$ cat src/rtl/parking_occupancy_tracker.sv
// Parking occupancy tracker.
// Keeps the parked/empty slot counts up to date from gate entry/exit pulses,
// accepts or refuses each event, flags full/empty, and runs an on-demand
// audit that serially popcounts a snapshot of the slot sensors and compares
// the result with the tracked count. Every output is registered.
//
// Handshake: there is no back-pressure. A request pulse sampled at a rising
// edge is always answered by exactly one response pulse (ack, nack or err)
// that is visible in the following cycle, together with the updated counts.
//
// Audit timing, with audit_start sampled at edge 0:
//   cycles 1..CAPACITY  SCAN     (one snapshot bit is added per cycle)
//   cycle  CAPACITY+1   COMPARE  (result is registered at the closing edge)
//   cycle  CAPACITY+2   audit_done pulse and audit_mismatch update
// audit_busy is high from cycle 1 through the audit_done cycle. audit_start
// is ignored for as long as audit_busy is high.
module parking_occupancy_tracker #(
    parameter int CAPACITY     = 8,
    parameter int CW           = 4,
    parameter int AUTO_CORRECT = 1
) (
    input  logic                clk,
    input  logic                rst_n,
    input  logic                enter_req,
    input  logic                exit_req,
    output logic                enter_ack,
    output logic                enter_nack,
    output logic                exit_ack,
    output logic                exit_err,
    input  logic [CAPACITY-1:0] slot_sensors,
    input  logic                audit_start,
    output logic                audit_busy,
    output logic                audit_done,
    output logic                audit_mismatch,
    output logic [CW-1:0]       parked_count,
    output logic [CW-1:0]       empty_count,
    output logic                lot_full,
    output logic                lot_empty
);

    // Lot size and final scan index, expressed at counter width.
    localparam logic [CW-1:0] CAP_C    = CW'(CAPACITY);
    localparam logic [CW-1:0] LAST_IDX = CW'(CAPACITY - 1);
    localparam logic [CW-1:0] ONE_C    = CW'(1);

    // Audit FSM encoding.
    localparam logic [1:0] S_IDLE    = 2'd0;
    localparam logic [1:0] S_SCAN    = 2'd1;
    localparam logic [1:0] S_COMPARE = 2'd2;

    // Audit state.
    logic [1:0]          state_q,    state_d;
    logic [CAPACITY-1:0] snap_q,     snap_d;
    logic [CW-1:0]       acc_q,      acc_d;
    logic [CW-1:0]       idx_q,      idx_d;
    logic                busy_q,     busy_d;
    logic                done_q,     done_d;
    logic                mismatch_q, mismatch_d;

    // Occupancy state.
    logic [CW-1:0]       parked_q,   parked_d;
    logic [CW-1:0]       empty_q,    empty_d;
    logic                full_q,     full_d;
    logic                lempty_q,   lempty_d;

    // Response pulses.
    logic                enter_ack_q,  enter_ack_d;
    logic                enter_nack_q, enter_nack_d;
    logic                exit_ack_q,   exit_ack_d;
    logic                exit_err_q,   exit_err_d;

    // Shared decode between the audit FSM and the gate logic.
    logic                start_ok;
    logic                mismatch_now;
    logic                correcting;

    // A start is accepted only from a fully quiescent audit (not busy).
    assign start_ok     = audit_start && (state_q == S_IDLE) && !busy_q;
    // Popcount against the count held in the COMPARE cycle.
    assign mismatch_now = (acc_q != parked_q);
    // A correction overrides any gate event sampled in the same cycle.
    assign correcting   = (state_q == S_COMPARE) && (AUTO_CORRECT != 0) && mismatch_now;

    // Audit FSM: snapshot on start, shift/accumulate one bit per SCAN cycle, compare once.
    always_comb begin
        state_d    = state_q;
        snap_d     = snap_q;
        acc_d      = acc_q;
        idx_d      = idx_q;
        busy_d     = busy_q;
        done_d     = 1'b0;
        mismatch_d = mismatch_q;
        case (state_q)
            S_IDLE: begin
                if (start_ok) begin
                    snap_d  = slot_sensors;
                    acc_d   = '0;
                    idx_d   = '0;
                    busy_d  = 1'b1;
                    state_d = S_SCAN;
                end else if (done_q) begin
                    // busy is held through the done cycle and released after it.
                    busy_d = 1'b0;
                end
            end
            S_SCAN: begin
                // The snapshot is shifted so the next bit is always at position 0.
                acc_d  = acc_q + CW'(snap_q[0]);
                snap_d = snap_q >> 1;
                idx_d  = idx_q + ONE_C;
                if (idx_q == LAST_IDX) begin
                    state_d = S_COMPARE;
                end
            end
            S_COMPARE: begin
                mismatch_d = mismatch_now;
                done_d     = 1'b1;
                state_d    = S_IDLE;
            end
            default: begin
                state_d = S_IDLE;
                busy_d  = 1'b0;
            end
        endcase
    end

    // Gate events: accept/refuse entry and exit, or apply an audit correction.
    always_comb begin
        parked_d     = parked_q;
        enter_ack_d  = 1'b0;
        enter_nack_d = 1'b0;
        exit_ack_d   = 1'b0;
        exit_err_d   = 1'b0;
        if (correcting) begin
            parked_d     = acc_q;
            enter_nack_d = enter_req;
            exit_err_d   = exit_req;
        end else begin
            case ({enter_req, exit_req})
                2'b10: begin
                    if (parked_q < CAP_C) begin
                        enter_ack_d = 1'b1;
                        parked_d    = parked_q + ONE_C;
                    end else begin
                        enter_nack_d = 1'b1;
                    end
                end
                2'b01: begin
                    if (parked_q != '0) begin
                        exit_ack_d = 1'b1;
                        parked_d   = parked_q - ONE_C;
                    end else begin
                        exit_err_d = 1'b1;
                    end
                end
                2'b11: begin
                    if (parked_q == '0) begin
                        // Nothing to leave, but the entry still fits.
                        enter_ack_d = 1'b1;
                        exit_err_d  = 1'b1;
                        parked_d    = ONE_C;
                    end else begin
                        // The exit frees the slot the entry takes, even at full.
                        enter_ack_d = 1'b1;
                        exit_ack_d  = 1'b1;
                    end
                end
                default: begin
                    parked_d = parked_q;
                end
            endcase
        end
    end

    // Derived status, computed from the next count so it lands on the same edge.
    always_comb begin
        empty_d  = CAP_C - parked_d;
        full_d   = (parked_d == CAP_C);
        lempty_d = (parked_d == '0);
    end

    // State registers with synchronous active-low reset; reset aborts any audit.
    always_ff @(posedge clk) begin
        if (!rst_n) begin
            state_q      <= S_IDLE;
            snap_q       <= '0;
            acc_q        <= '0;
            idx_q        <= '0;
            busy_q       <= 1'b0;
            done_q       <= 1'b0;
            mismatch_q   <= 1'b0;
            parked_q     <= '0;
            empty_q      <= CAP_C;
            full_q       <= 1'b0;
            lempty_q     <= 1'b1;
            enter_ack_q  <= 1'b0;
            enter_nack_q <= 1'b0;
            exit_ack_q   <= 1'b0;
            exit_err_q   <= 1'b0;
        end else begin
            state_q      <= state_d;
            snap_q       <= snap_d;
            acc_q        <= acc_d;
            idx_q        <= idx_d;
            busy_q       <= busy_d;
            done_q       <= done_d;
            mismatch_q   <= mismatch_d;
            parked_q     <= parked_d;
            empty_q      <= empty_d;
            full_q       <= full_d;
            lempty_q     <= lempty_d;
            enter_ack_q  <= enter_ack_d;
            enter_nack_q <= enter_nack_d;
            exit_ack_q   <= exit_ack_d;
            exit_err_q   <= exit_err_d;
        end
    end

    assign enter_ack      = enter_ack_q;
    assign enter_nack     = enter_nack_q;
    assign exit_ack       = exit_ack_q;
    assign exit_err       = exit_err_q;
    assign audit_busy     = busy_q;
    assign audit_done     = done_q;
    assign audit_mismatch = mismatch_q;
    assign parked_count   = parked_q;
    assign empty_count    = empty_q;
    assign lot_full       = full_q;
    assign lot_empty      = lempty_q;

endmodule

$ cat config.mk
export PLATFORM = sky130hd
export DESIGN_NAME = parking_occupancy_tracker
export DESIGN_NICKNAME = d
export VERILOG_FILES = /design/src/rtl/parking_occupancy_tracker.sv
export SDC_FILE = /design/constraint.sdc
export NUM_CORES = 1
export LEC_CHECK = 0
export BUFFER_PORTS_ARGS = -buffer_cell sky130_fd_sc_hd__buf_2
export CAP_MARGIN = 15
export CORE_UTILIZATION = 49
export CTS_CLUSTER_DIAMETER = 30
export DETAILED_ROUTE_END_ITERATION = 8
export PLACE_DENSITY = 0.74
export SYNTH_ARGS = -nofsm -noshare
export SYNTH_HDL_FRONTEND = slang
export SYNTH_SLANG_ARGS = --single-unit
$ cat constraint.sdc
create_clock -name clk -period 2.4 [get_ports clk]
set_clock_uncertainty 0.1 [all_clocks]
set_input_delay 0.48 -clock clk [delete_from_list [all_inputs] [get_ports clk]]
set_output_delay 0.48 -clock clk [all_outputs]
set_load 0.005 [all_outputs]
==> results of run 1 <==
==> state kept, by name, indices dropped and copies added, names as in the netlist <==
signal,flops
audit_busy,1
acc_q,4
idx_q,4
lot_full,1
lot_empty,1
empty_count,3
audit_mismatch,1
enter_nack,1
snap_q,8
enter_ack,1
parked_count,4
exit_ack,1
state_q,2
exit_err,1
audit_done,1
==> worst max-delay path by stage <==
| stage | from | end | slack, ps |
|---|---|---|---|
| after floorplan | parked_count[0] | empty_count[2] | 7 |
| after global routing | parked_count[1] | empty_count[2] | -20 |
| after CTS | parked_count[0] | empty_count[2] | 10 |
| after global placement | parked_count[0] | empty_count[2] | 120 |
| final | parked_count[1] | empty_count[2] | 100 |
| after detailed placement | parked_count[0] | empty_count[2] | 30 |
==> critical path, delay by kind of cell (launching register included) <==
kind            cells  cell delay [ps]
compound gates      2              210
fa+ha+maj           3              640
xor+xnor            1              150
simple gates        3              550
buf+inv             1               90
flops               1              320
mux                 1              130
==> area by class of cell <==
| cell class | instances | area (um2) | share of cell area |
|---|---|---|---|
| Tap cell | 46 | 57.6 | 0.0287 |
| Clock buffer | 7 | 45.0 | 0.0225 |
| Inverter | 6 | 22.5 | 0.0112 |
| Multi-Input combinational cell | 133 | 956 | 0.477 |
| Timing Repair Buffer | 42 | 243 | 0.121 |
| Sequential cell | 34 | 681 | 0.340 |
==> where the power goes <==
part | leakage (nW) | total [mW] | switching (mW) | internal [mW]
logic | 0.610 | 0.584 | 0.315 | 0.269
registers | 0.279 | 0.692 | 0.0415 | 0.651
clock network | 0.0254 | 0.283 | 0.172 | 0.110
==> cells by family after synthesis <==
group / Yosys count / share of synthesized area
and+or+nand+nor: 62 / 0.178
AOI/OAI and AO/OA: 39 / 0.176
DFF: 34 / 0.398
buffers and inverters: 18 / 0.0534
xor gates and xnor gates: 12 / 0.0614
adders and majority gates: 11 / 0.0805
muxes: 9 / 0.0527
==> layer usage <==
metal / wire length, um / share of wire
met5: 0 / 0
met4: 47 / 0.015
met3: 166 / 0.052
met2: 1430 / 0.44
met1: 1570 / 0.49
==> per-stage QoR <==
step	setup slack [ps]	area, um2	utilization	power (mW)
after floorplan	6.57	1710	-	1.11
after global placement	118	1930	0.580	1.25
after detailed placement	33.7	1930	0.580	1.27
after CTS	11.1	1980	0.593	1.55
after global routing	-20.5	2000	0.601	1.69
final	102	2000	0.601	1.56
==> timing repair <==
action                                  4_1_cts  5_1_grt
endpoints found under the setup margin        0        4
gates resized for setup                       0        4
setup buffers                                 0        1
==> placed cells by master (no fill, tap or decap), types with 2 or more instances in the layout <==
cell type,synthesis,layout
o21ai_2,2,2
clkbuf_1,4,2
buf_4,1,13
inv_1,6,5
nor3_1,2,2
a21oi_1,10,10
mux2i_1,9,9
ha_1,11,9
a32oi_1,3,3
and2_1,2,2
clkbuf_4,0,5
a31oi_1,3,3
nor2b_1,2,2
nand2b_1,3,3
a211oi_1,7,7
dfxtp_1,34,34
buf_2,4,29
nand3b_1,2,2
nand4_1,3,3
a22oi_1,2,2
nor2_1,27,27
o21ai_0,6,6
xnor2_1,4,4
nand2_1,12,12
xor2_1,8,8
==> metrics.yaml, run 1 <==
route:
  wire_per_inst_um: 12.0
  drc: 0
  routed_via_density: 5.10
  drtPass1Iterations: 4
  vias: 1367
  drt_wl_total_um: 3210
  antenna_left: 0
  dr.first_iter.drc_count: 46
placement:
  io_buffer_count: 29
  dp_hpwl_um: 2360
  gp_congestion: 0.831
  dp_cells: 260
finish:
  synthToLayoutAreaGrowth_pct: 17.2
  drive_above_1_share: 0.270
  diodes: 0
  stdcell_count: 268
  fillers: 306
  final_nets: 246
clock_tree:
  cts_tree: "yes"
  root_buffer: "clkbuf_4"
  worstSkewPairLatency_ps: 330
  numClockSinks: 34
  clk_pin_slew_ps: 90
  ctsHoldBuffers: 0
  cts_buffers: 5
  clockBufferDepth: 2
  htreeDepth: 2
run_status:
  status: "completed"
run:
  maxCapViolCount: 0
worst_setup_path:
  rr_worst_depth: 11
  slowest_stage: "or3b_4"
  endpoint_kind: "flip-flop"
  required_ps: 2500
  arrival_ps: 2400
  r2r_slack_ps: 100
  rr_startpoint: "parked_count[1]"
  worstPathCellList: "inv_1, ha_4, or3b_4, ha_1, mux2i_1, nand2_1, o211ai_4, o21ai_2, ha_2, xnor2_1, nor2_1"
  cp_slowest_stage_delay_ps: 380
  crit_type: "reg -> reg"
  worstReg2RegEnd: "empty_count[2]"
  cp-start-kind: "flip-flop"
  cp_max_fo: 4
yosys:
  synth_area_um2: 1710
  synth_edf_count: 0
  ys.flop_type: "dfxtp_1"
  yosys-top-cells-area: "dfxtp_1 (40%), ha_1 (8.0%), nor2_1 (5.9%)"
  ys_seq_area_frac: 0.398
  yosysTopAreaCellShare: 0.398
  synth_cell_types: 41
  synth_nets: 209
  synth_common_cells: "dfxtp_1 (34), nor2_1 (27), nand2_1 (12)"
  yosys.area.top_type: "dfxtp_1"
  async_reset_ff_frac: 0
  yosysMostFrequentCell: "dfxtp_1"
  ys_ff_latch: 34
  syn_inst: 185
  syn_avg_cell_area_um2: 9.25
  yosys_warnings: 0
sta:
  finalHoldWorstSlack_ps: 279
  fin_tns_setup_ps: 0
  post-route-period-util: 0.957
  hold_viol_final: 0
  fmax_ghz: 0.435
  finalMaxSlewViolations: 0
  worst_pin_slew_ps: 597
  max_slew_margin: 0.598
  setup_violations: 0
  finalCriticalPeriod_ps: 2300
floorplanning:
  die_y_um: 61.1
  io_pins: 30
  start_util: 0.513
  rows: 21
  dieArea_um2: 3730
  die_w_um: 61.1
  core-area_um2: 3340
global_routing:
  use_met1: 0.260
  grt_pass1_wl_um: 5200
  grt_pass1_vias: 1159
  grtUsageTotal: 0.193
  grtUsageMet2: 0.278
  met3_usage: 0.0714
  overflow: 0
  antenna_found_initial: 0
  grt_max_degree: 17
  top_usage_layer: "met2"
min_path:
  min_path_type: "in -> reg"
  holdCritStartpoint: "slot_sensors[7]"
  hold_depth: 3
  min_to: "snap_q[7]"
power_and_ir_drop:
  p_leak_nw: 0.914
  ir_drop_v: 0.000414
  p_per_area_nw_per_um2: 778
No activity file was read; power rests on OpenSTA's default activity.
==> run 2, diff against run 1 <==
CORE_ASPECT_RATIO = 0.7   (was not set)
GPL_TIMING_DRIVEN = 0   (was not set)
==> run 2 against run 1 <==
Worst hold slack improved by 70 ps. First-iteration DRC count rose by 80%. Combinational power rose by 6.7%. Sequential cell count did not move. Core utilization rose by 6.5 points. Worst setup slack improved by 16 ps. Clock-buffer cell count fell by 1. Critical path type unchanged. Largest power group unchanged.
==> metrics.yaml, run 2 (synthesis results as in run 1) <==
run_status:
  status: "completed"
placement:
  io_buffer_count: 28
  dp_cells: 260
  placed_area_um2: 1910
  gp_congestion: 0.819
  dp_hpwl_um: 2390
route:
  wire_per_inst_um: 12.9
  drtPass1Iterations: 4
  drt_wl_total_um: 3510
  dr.first_iter.drc_count: 83
  vias: 1377
  antenna_left: 0
  routed_via_density: 5.06
  drc: 0
finish:
  final_nets: 248
  top_register: "snap_q"
  stdcell_count: 272
  final_cell_mix: "buf_2 (32), dfxtp_1 (32), nor2_1 (27)"
  stdcell_area_um2: 2150
  drive_above_1_share: 0.289
  synthToLayoutAreaGrowth_pct: 25.7
  diodes: 0
  largest_reg_flops: 8
  fillers: 266
  final_core_util: 0.665
floorplanning:
  dieArea_um2: 3730
  die_y_um: 51.4
  start_util: 0.529
  die_w_um: 72.6
  core-area_um2: 3230
  rows: 17
  io_pins: 30
global_routing:
  grtUsageTotal: 0.209
  antenna_found_initial: 0
  grt_pass1_wl_um: 5700
  grt_pass1_vias: 1180
  grt_max_degree: 12
  overflow: 0
clock_tree:
  cts_tree: "yes"
  clockBufferDepth: 2
  numClockSinks: 34
  ctsHoldBuffers: 0
  worstSkewPairLatency_ps: 280
  htreeDepth: 2
  root_buffer: "clkbuf_8"
  cts_buffers: 5
  clk_pin_slew_ps: 70
sta:
  fmax_ghz: 0.438
  max_slew_margin: 0.551
  setup_violations: 0
  worst_pin_slew_ps: 654
  finalMaxSlewViolations: 0
  post-route-period-util: 0.951
  hold_viol_final: 0
  finalCriticalPeriod_ps: 2280
worst_setup_path:
  cp-start-kind: "flip-flop"
  cp_top_family: "multiplexers"
  required_ps: 2470
  endpoint_kind: "flip-flop"
  worstPathCellList: "buf_6, xor2_1, o41ai_4, mux2i_1, a31oi_1, nand3b_1"
  arrival_ps: 2350
  cp_slowest_stage_delay_ps: 630
  crit_buf_inv: 1
  cp_max_fo: 8
  slowest_stage: "mux2i_1"
  crit_type: "reg -> reg"
min_path:
  min_path_type: "in -> reg"
power_and_ir_drop:
  p_int_mw: 1.39
  switching_share: 0.299
  power.total_mw: 1.98
  ir_drop_v: 0.000663
  p_per_area_nw_per_um2: 919
  combPwrFrac: 0.315
  pwr-share-clk: 0.330
  switching_power_mw: 0.591
  seqPwrFrac: 0.355
  p_leak_nw: 0.970
run:
  maxCapViolCount: 0
[run 2: changes by cell type in the layout (fill, tap and decap cells not counted), sizes merged]
cell    previous run  this run
buf               42        41
bufinv             0         2
clkbuf             7         9
[run 2: layout make-up]
| class | instances | area (um2) | share of cell area |
|---|---|---|---|
| timing repair buffer | 33 | 190 | 0.0884 |
| clock inverter | 2 | 60.1 | 0.0279 |
| inverter | 6 | 25.0 | 0.0116 |
| sequential | 34 | 688 | 0.320 |
| multi-input combinational | 133 | 981 | 0.456 |
| tap | 47 | 58.8 | 0.0273 |
| clock buffer | 6 | 82.6 | 0.0384 |
| buffer | 11 | 65.1 | 0.0303 |
[run 2: routing by layer]
layer  track usage  share of wire  vias up
met5             0              0        -
met4        0.0392         0.0017        0
met3        0.0848          0.035        2
met2         0.276           0.41       26
met1         0.312           0.55      625
li1              -              -      724
[run 2: power by group through the flow]
stage                     registers (mW)  clock network, mW  logic [mW]
after CTS                          0.703              0.663       0.553
after detailed placement           0.714                  0       0.535
after floorplan                    0.709                  0       0.403
final                              0.701              0.652       0.623
after global placement             0.711                  0       0.528
after global routing               0.711              0.693       0.698
[run 2: worst reg2reg max path: cells and delay by family (launching register included)]
| family | cells | cell delay (ps) |
|---|---|---|
| mux | 1 | 630 |
| compound gates | 2 | 620 |
| flops | 1 | 340 |
| simple gates | 1 | 180 |
| xor+xnor | 1 | 160 |
| buf+inv | 1 | 150 |
[run 2: worst paths after layout]
kind / from / endpoint / slack, ps / cells after the start
setup / recovery: parked_count[3] / empty_count[3] / 120 / 6
hold / removal: slot_sensors[7] / snap_q[7] / 350 / 3
setup reg to reg: parked_count[3] / empty_count[3] / 120 / 6
hold reg to reg: audit_mismatch / audit_mismatch / 370 / 2
[run 2: repair_timing]
item                       4_1_cts  5_1_grt
gates resized for setup          4        9
setup buffers                    1        4
hold endpoints to repair         0        0
pin swaps                        0        2
gates cloned                     0        0
setup endpoints to repair        4        5
[run 2: through the flow]
| stage | TNS, ps | hold slack [ps] | worst slack [ps] |
|---|---|---|---|
| finish | 0 | 349 | 118 |
| CTS | 0 | 341 | 1.13 |
| floorplan | 0 | 366 | 6.57 |
| detailed placement | -650 | 367 | -224 |
| global route | -2.47 | 379 | -2.47 |
| global placement | -560 | 358 | -174 |
==> run 3, diff against run 2 <==
CAP_MARGIN = not set   (was 15)
CORE_MARGIN = 3   (was not set)
PLACE_DENSITY = 0.73   (was 0.74)
==> run 3 against run 2 <==
Via count increased by 0.73%. Sequential power about the same. Wire length increased by 3.8%. Worst hold slack improved by 10 ps.
==> metrics.yaml, run 3 (synthesis results as in run 1) <==
run_status:
  status: "completed"
placement:
  dp_hpwl_um: 2570
  dp_cells: 260
  gp_congestion: 0.812
  io_buffer_count: 28
  place_ws_ps: -149
finish:
  fillers: 275
  final_cell_mix: "buf_2 (32), dfxtp_1 (32), nor2_1 (27)"
  stdcell_count: 269
  diodes: 0
  final_core_util: 0.625
  final_nets: 246
  top_register: "snap_q"
  synthToLayoutAreaGrowth_pct: 18.9
  largest_reg_flops: 8
  drive_above_1_share: 0.275
power_and_ir_drop:
  p_leak_nw: 0.922
  ir_drop_v: 0.000474
  p_per_area_nw_per_um2: 826
  power.total_mw: 1.68
worst_setup_path:
  arrival_ps: 2350
  crit_type: "reg -> reg"
  rr_startpoint: "parked_count[1]"
  worstPathCellList: "inv_2, ha_4, or3b_4, ha_1, mux2i_1, nand2_1, o211ai_4, o21ai_2, ha_2, and2_1"
  cp_slowest_stage_delay_ps: 380
  cp_top_family: "adder cells"
  cp_max_fo: 7
  cp-start-kind: "flip-flop"
  slowest_stage: "or3b_4"
  startpoint: "parked_count[1]"
  crit_buf_inv: 1
  required_ps: 2470
  endpoint_kind: "flip-flop"
floorplanning:
  io_pins: 30
  start_util: 0.526
  core-area_um2: 3250
  dieArea_um2: 4250
  die_y_um: 55.4
  rows: 17
  die_w_um: 76.6
sta:
  rsz0062_at_grt: "yes"
  post-route-period-util: 0.947
  finalCriticalPeriod_ps: 2270
  fin_ws_ps: 128
  finalMaxSlewViolations: 0
  fin_tns_setup_ps: 0
  worst_pin_slew_ps: 560
  fmax_ghz: 0.440
  max_slew_margin: 0.616
  setup_violations: 0
  hold_viol_final: 0
route:
  met3_length_um: 219
  wire_per_inst_um: 13.5
  drt_wl_total_um: 3640
  drtPass1Iterations: 4
  antenna_left: 0
  vias: 1387
  drc: 0
  routed_via_density: 5.16
  wl_met2_um: 1560
  dr.first_iter.drc_count: 113
  met1_length_um: 1800
  highest_layer: "met4"
run:
  maxCapViolCount: 0
clock_tree:
  cts_tree: "yes"
  clk_pin_slew_ps: 70
  clockBufferDepth: 2
  numClockSinks: 34
  cts_buffers: 5
  worstSkewPairLatency_ps: 290
  root_buffer: "clkbuf_8"
  htreeDepth: 2
min_path:
  min_path_type: "in -> reg"
  holdCritStartpoint: "slot_sensors[7]"
global_routing:
  grt_pass1_vias: 1273
  grt_max_degree: 11
  grtUsageTotal: 0.184
  antenna_found_initial: 0
  grt_pass1_wl_um: 6110
  overflow: 0
-- run 3: cell count changes in the layout (fill, tap and decap cells not counted), sizes merged --
cell	previous run	this run
buf	41	39
clkinv	0	2
clkbuf	9	8
bufinv	2	0
-- run 3: metrics by stage --
stage / hold WS [ps] / area (um2)
2_1_floorplan: 366 / 1710
6_report: 359 / 2030
5_1_grt: 363 / 2030
3_3_place_gp: 375 / 1910
3_5_place_dp: 381 / 1910
4_1_cts: 355 / 2000
-- run 3: power breakdown --
| group | switching, mW | internal (mW) | total (mW) |
|---|---|---|---|
| registers | 0.0484 | 0.654 | 0.702 |
| clock network | 0.199 | 0.194 | 0.393 |
| logic | 0.323 | 0.261 | 0.584 |
| total | 0.570 | 1.11 | 1.68 |
-- run 3: metal layers --
layer | vias up | global-route usage
li1 | 712 | -
met1 | 627 | 0.265
met2 | 41 | 0.258
met3 | 7 | 0.0554
met4 | 0 | 0.0672
met5 | - | 0
-- run 3: repair_timing --
item	CTS	global route
setup buffers	1	2
pin swaps	0	1
hold buffers	0	0
endpoints found under the setup margin	4	4
resized for setup	3	7
cloned	0	0
-- run 3: area by class of cell --
cell class                      count  area (um2)  area share
Multi-Input combinational cell    133         956       0.470
Sequential cell                    34         688       0.338
Timing Repair Buffer               31         163      0.0800
Clock buffer                        5        68.8      0.0338
Buffer                             11        65.1      0.0320
Tap cell                           47        58.8      0.0289
Inverter                            6        25.0      0.0123
Clock inverter                      2        10.0     0.00492
-- run 3: worst paths after layout --
path	slack, ps	end	cells after the start
setup / recovery	130	empty_count[1]	10
hold / removal	360	snap_q[7]	3
setup reg to reg	130	empty_count[1]	10
hold reg to reg	390	audit_mismatch	2
-- run 3: worst register-to-register path, stage by stage (launching register included) --
cell and delay (ps):
dfxtp_4 370, inv_2 70, ha_4 130, or3b_4 380, ha_1 280, mux2i_1 120
nand2_1 100, o211ai_4 100, o21ai_2 100, ha_2 270, and2_1 150
